==> config.mk <==
export PLATFORM = sky130hd
export DESIGN_NAME = seq_mantissa_mult
export DESIGN_NICKNAME = d
export VERILOG_FILES = /design/src/rtl/seq_mantissa_mult.sv
export SDC_FILE = /design/constraint.sdc
export NUM_CORES = 1
export LEC_CHECK = 0
export CAP_MARGIN = 30
export CORE_ASPECT_RATIO = 0.75
export CORE_UTILIZATION = 45
export CTS_BUF_LIST = sky130_fd_sc_hd__clkbuf_16
export DETAILED_ROUTE_END_ITERATION = 10
export PLACE_DENSITY = 0.66
export SYNTH_ARGS = -nofsm -noshare
export SYNTH_HDL_FRONTEND = slang
export SYNTH_SLANG_ARGS = --single-unit
==> constraint.sdc <==
create_clock -name clk -period 11.5 [get_ports clk]
set_input_delay 3.45 -clock clk [delete_from_list [all_inputs] [get_ports clk]]
set_output_delay 3.45 -clock clk [all_outputs]
set_load 0.01 [all_outputs]
==> src/rtl/seq_mantissa_mult.sv <==
// Iterative unsigned shift-add mantissa multiplier.
// Retires BITS_PER_CYCLE multiplier bits per RUN cycle; start/done handshake.
module seq_mantissa_mult #(
  parameter int INPUT_SIZE     = 10,
  parameter int BITS_PER_CYCLE = 4
) (
  input  logic                      clk,
  input  logic                      rst,
  input  logic                      start,
  input  logic [INPUT_SIZE-1:0]     A,
  input  logic [INPUT_SIZE-1:0]     B,
  output logic                      ready,
  output logic                      busy,
  output logic                      done,
  output logic [2*INPUT_SIZE-1:0]   P
);

  localparam int C   = (INPUT_SIZE + BITS_PER_CYCLE - 1)
                       / BITS_PER_CYCLE;
  localparam int PW  = 2 * INPUT_SIZE;
  localparam int MBW = BITS_PER_CYCLE * C;
  localparam int CW  = (C > 1) ? $clog2(C) : 1;

  localparam logic [CW-1:0] LAST = CW'(C - 1);

  typedef enum logic [1:0] {
    S_IDLE,
    S_RUN,
    S_DONE
  } state_t;

  state_t          state_q, state_d;
  logic [PW-1:0]   ma_q, ma_d;
  logic [MBW-1:0]  mb_q, mb_d;
  logic [PW-1:0]   acc_q, acc_d;
  logic [CW-1:0]   i_q, i_d;
  logic [PW-1:0]   p_q, p_d;
  logic            ready_q, ready_d;
  logic            busy_q, busy_d;
  logic            done_q, done_d;
  logic [PW-1:0]   sum;

  // Partial products of this cycle's multiplier nibble, weighted by i.
  always_comb begin
    sum = acc_q;
    for (int k = 0; k < BITS_PER_CYCLE; k++) begin
      if (mb_q[k]) begin
        sum = sum + (ma_q << (int'(i_q) * BITS_PER_CYCLE + k));
      end
    end
  end

  always_comb begin
    state_d = state_q;
    ma_d    = ma_q;
    mb_d    = mb_q;
    acc_d   = acc_q;
    i_d     = i_q;
    p_d     = p_q;
    ready_d = ready_q;
    busy_d  = busy_q;
    done_d  = 1'b0;
    unique case (state_q)
      S_IDLE: begin
        if (start) begin
          ma_d    = PW'(A);
          mb_d    = MBW'(B);
          acc_d   = '0;
          i_d     = '0;
          ready_d = 1'b0;
          busy_d  = 1'b1;
          state_d = S_RUN;
        end
      end
      S_RUN: begin
        acc_d = sum;
        mb_d  = mb_q >> BITS_PER_CYCLE;
        i_d   = i_q + 1'b1;
        if (i_q == LAST) begin
          p_d     = sum;
          done_d  = 1'b1;
          busy_d  = 1'b0;
          state_d = S_DONE;
        end
      end
      S_DONE: begin
        ready_d = 1'b1;
        state_d = S_IDLE;
      end
      default: begin
        state_d = S_IDLE;
        ready_d = 1'b1;
        busy_d  = 1'b0;
      end
    endcase
  end

  always_ff @(posedge clk or posedge rst) begin
    if (rst) begin
      state_q <= S_IDLE;
      ma_q    <= '0;
      mb_q    <= '0;
      acc_q   <= '0;
      i_q     <= '0;
      p_q     <= '0;
      ready_q <= 1'b1;
      busy_q  <= 1'b0;
      done_q  <= 1'b0;
    end else begin
      state_q <= state_d;
      ma_q    <= ma_d;
      mb_q    <= mb_d;
      acc_q   <= acc_d;
      i_q     <= i_d;
      p_q     <= p_d;
      ready_q <= ready_d;
      busy_q  <= busy_d;
      done_q  <= done_d;
    end
  end

  assign ready = ready_q;
  assign busy  = busy_q;
  assign done  = done_q;
  assign P     = p_q;

endmodule

==> results.tsv <==
stage	metric	value	unit
run_status	status	complete, no violations	
sta	timing.fmax	0.104	GHz
synth	synth_top_cell_by_area	dfrtp_1	
global_route	grt_use_total	24.9	%
synth	ys_seq_elements	67	
synth	synth.top_cell.area_share	22.0	%
floorplan	num_io_pins	46	
floorplan	coreArea	16200	µm²
synth	synth_nets	987	
routing	viasPerCell	5.97	
synth	synth-main-ff-cell	dfrtp_1	
synth	yosys-top-cells-area	dfrtp_1 (22%), ha_1 (9.5%), xnor2_1 (5.7%)	
cells_and_area	final_nets	1009	
synth	yosysSeqAreaShare	22.3	%
sta	max_slew_margin	37.5	%
sta	worst_clock_skew	0.00634	ns
worst_hold_path	hold_depth	2	
critical_path	reg2reg_slack	1.91	ns
worst_hold_path	hold_start	mb_q[4]$_DFFE_PP0P_	
routing	drtIter0Drc	577	
sta	finalCritPeriodShare	83.4	%
critical_path	critPathMaxStageDelay	0.87	ns
floorplan	fp.dieW	151	µm
critical_path	critPathKind	flop to flop	
critical_path	crit_arrival	9.79	ns
global_route	antenna_found_initial	0	
clock_network	clock-sinks	67	
floorplan	die_y	114	µm
sta	worst_pin_slew	0.937	ns
synth	async_flop_share	100	%
clock_network	postCtsSetupBuffers	0	
synth	netlist_instances	906	
cells_and_area	register_area	1680	µm²
routing	ant_nets	0	
synth	synth-edff-count	0	
floorplan	initial_core_util	46.5	%
routing	wirelength	20700	µm
sta	hold_violations	0	
global_route	gr-total-overflow	0	
critical_path	ff2ff_path_depth	40	
routing	via_count	6816	
critical_path	r2r_start	i_q[1]$_DFFE_PP0P_	
floorplan	std_cell_rows	40	
synth	yosysUniqueCellTypes	105	
clock_network	cts_tree	done	
place	globalplace.congestion	0.919	
clock_network	post_cts_resized	0	
sta	maxSlewViolCount	0	
clock_network	clock_path_buffers	2	
clock_network	insertion_delay	0.32	ns
cells_and_area	area_growth	11.7	%
global_route	grt_max_degree	68	
routing	firstDrtPassIters	5	
sta	rsz0062_at_grt	false	
routing	post_drt_wl_per_cell	18.2	µm
worst_hold_path	whs_endpoint	mb_q[4]$_DFFE_PP0P_	
worst_hold_path	hp-class	flop to flop	
clock_network	cts_buffers	9	
critical_path	crit_path_start_kind	flop	
cells_and_area	fillerInstances	1518	
routing	drc	0	
critical_path	reg2reg_to	acc_q[19]$_DFFE_PP0P_	
sta	fin_setup_tns	0	ns
place	hpwl	16000	µm
sta	period_needed	9.59	ns
flow_run	maxCapViolations	0	
clock_network	cts.clk_slew.worst_paths	0.05	ns
sta	finalSetupViolCount	0	
clock_network	htreeDepth	3	
critical_path	required	11.69	ns
cells_and_area	multiInputGateArea	5530	µm²
cells_and_area	drive_above_1_share	11.5	%
global_route	grt_pass1_vias	6016	
synth	synth_area	7520	µm²
clock_network	root_buffer	clkbuf_16	
floorplan	dieArea	17200	µm²
critical_path	path_max_fanout	28	
synth	yosysMostFrequentCell	nand2_1	
global_route	grt_pass1_wl	33100	µm
synth	synth_common_cells	nand2_1 (102), nor2_1 (70), o21ai_0 (67)	
critical_path	cpMostUsedCell	a21oi_1	
synth	yosysWarnings	0	
synth	post_synth.cell_area_avg	8.30	µm²
critical_path	cp-end-kind	flop	
place	io_buffers	45	
clock_network	hold_buffers	0	
critical_path	cp_slowest_cell	dfrtp_1	
cells_and_area	antenna_cells	0	
-- cell families (layout without fill, tap and decap cells) --
logic type	count (synthesis)	after routing	share of synthesized area, %
buffers and inverters	77	102	4.29
AO/OA/AOI/OAI	263	263	24.8
XOR/XNOR	68	68	8.10
flip-flops	67	67	22.3
adder cells (fa/ha/maj)	67	67	11.0
multiplexers	66	66	9.65
AND/OR/NAND/NOR	298	298	19.9
-- final cells by class --
| type | instances | share of cell area (%) |
|---|---|---|
| clock buffers | 9 | 2.68 |
| clock inverters | 5 | 0.283 |
| inverters | 31 | 1.45 |
| multi-input cells | 762 | 65.8 |
| flip-flops and latches | 67 | 20.0 |
| well taps | 210 | 3.13 |
| repair buffers | 57 | 6.67 |
-- worst max-delay path: cells and delay by family (launching register included) --
family,cells,cell delay [ns]
AND/OR/NAND/NOR,10,1.71
XOR/XNOR,5,0.95
flip-flops,1,0.87
AO/OA/AOI/OAI,18,3.76
adder cells (fa/ha/maj),5,1.57
buffers and inverters,1,0.30
multiplexers,1,0.28
-- cell usage in the layout, fill, tap and decap left out, types with 30 or more instances in the layout --
cell type	instances
dfrtp_1	66
xnor2_1	49
nand2_1	102
mux2i_1	30
clkdlybuf4s50_1	45
nor2_1	70
a21oi_1	50
ha_1	57
mux2_2	31
o21ai_0	67
-- flip-flops by register name, summed over array words and instances, names as in the netlist --
signal and count:
P 20, acc_q 20, ma_q 10, mb_q 10, i_q 2, state_q 2, busy 1, done 1
ready 1
-- how the worst max path moves through the flow --
stage | from | endpoint | slack [ns]
3_5_place_dp | i_q[1]$_DFFE_PP0P_ | acc_q[19]$_DFFE_PP0P_ | 2.07
5_1_grt | i_q[1]$_DFFE_PP0P_ | acc_q[19]$_DFFE_PP0P_ | 1.14
6_report | i_q[1]$_DFFE_PP0P_ | acc_q[19]$_DFFE_PP0P_ | 1.91
2_1_floorplan | i_q[0]$_DFFE_PP0P_ | P[19]$_DFFE_PP0P_ | 3.16
3_3_place_gp | i_q[1]$_DFFE_PP0P_ | P[19]$_DFFE_PP0P_ | 2.16
4_1_cts | i_q[1]$_DFFE_PP0P_ | acc_q[19]$_DFFE_PP0P_ | 2.02
-- through the flow --
step | hold WS (ns) | worst slack, ns | cell area, µm² | util, % | instances
2_1_floorplan | 0.449 | 3.16 | 7520 | - | 906
3_3_place_gp | 0.462 | 2.16 | 8120 | 50.2 | 1126
3_5_place_dp | 0.470 | 2.07 | 8150 | 50.4 | 1127
4_1_cts | 0.481 | 2.02 | 8400 | 52.0 | 1141
5_1_grt | 0.500 | 1.14 | 8400 | 52.0 | 1141
6_report | 0.480 | 1.91 | 8400 | 52.0 | 1141
-- metal layers --
metal	share of wire (%)	track usage, %	vias up
met5	0	0	-
met3	7.3	4.08	20
li1	-	-	3379
met1	54	40.5	3190
met4	0.93	5.07	0
met2	38	33.6	227
Power is left out: the tool's default activity adds up to more than one toggle a clock period on the data nets, which glitch-free logic cannot reach.
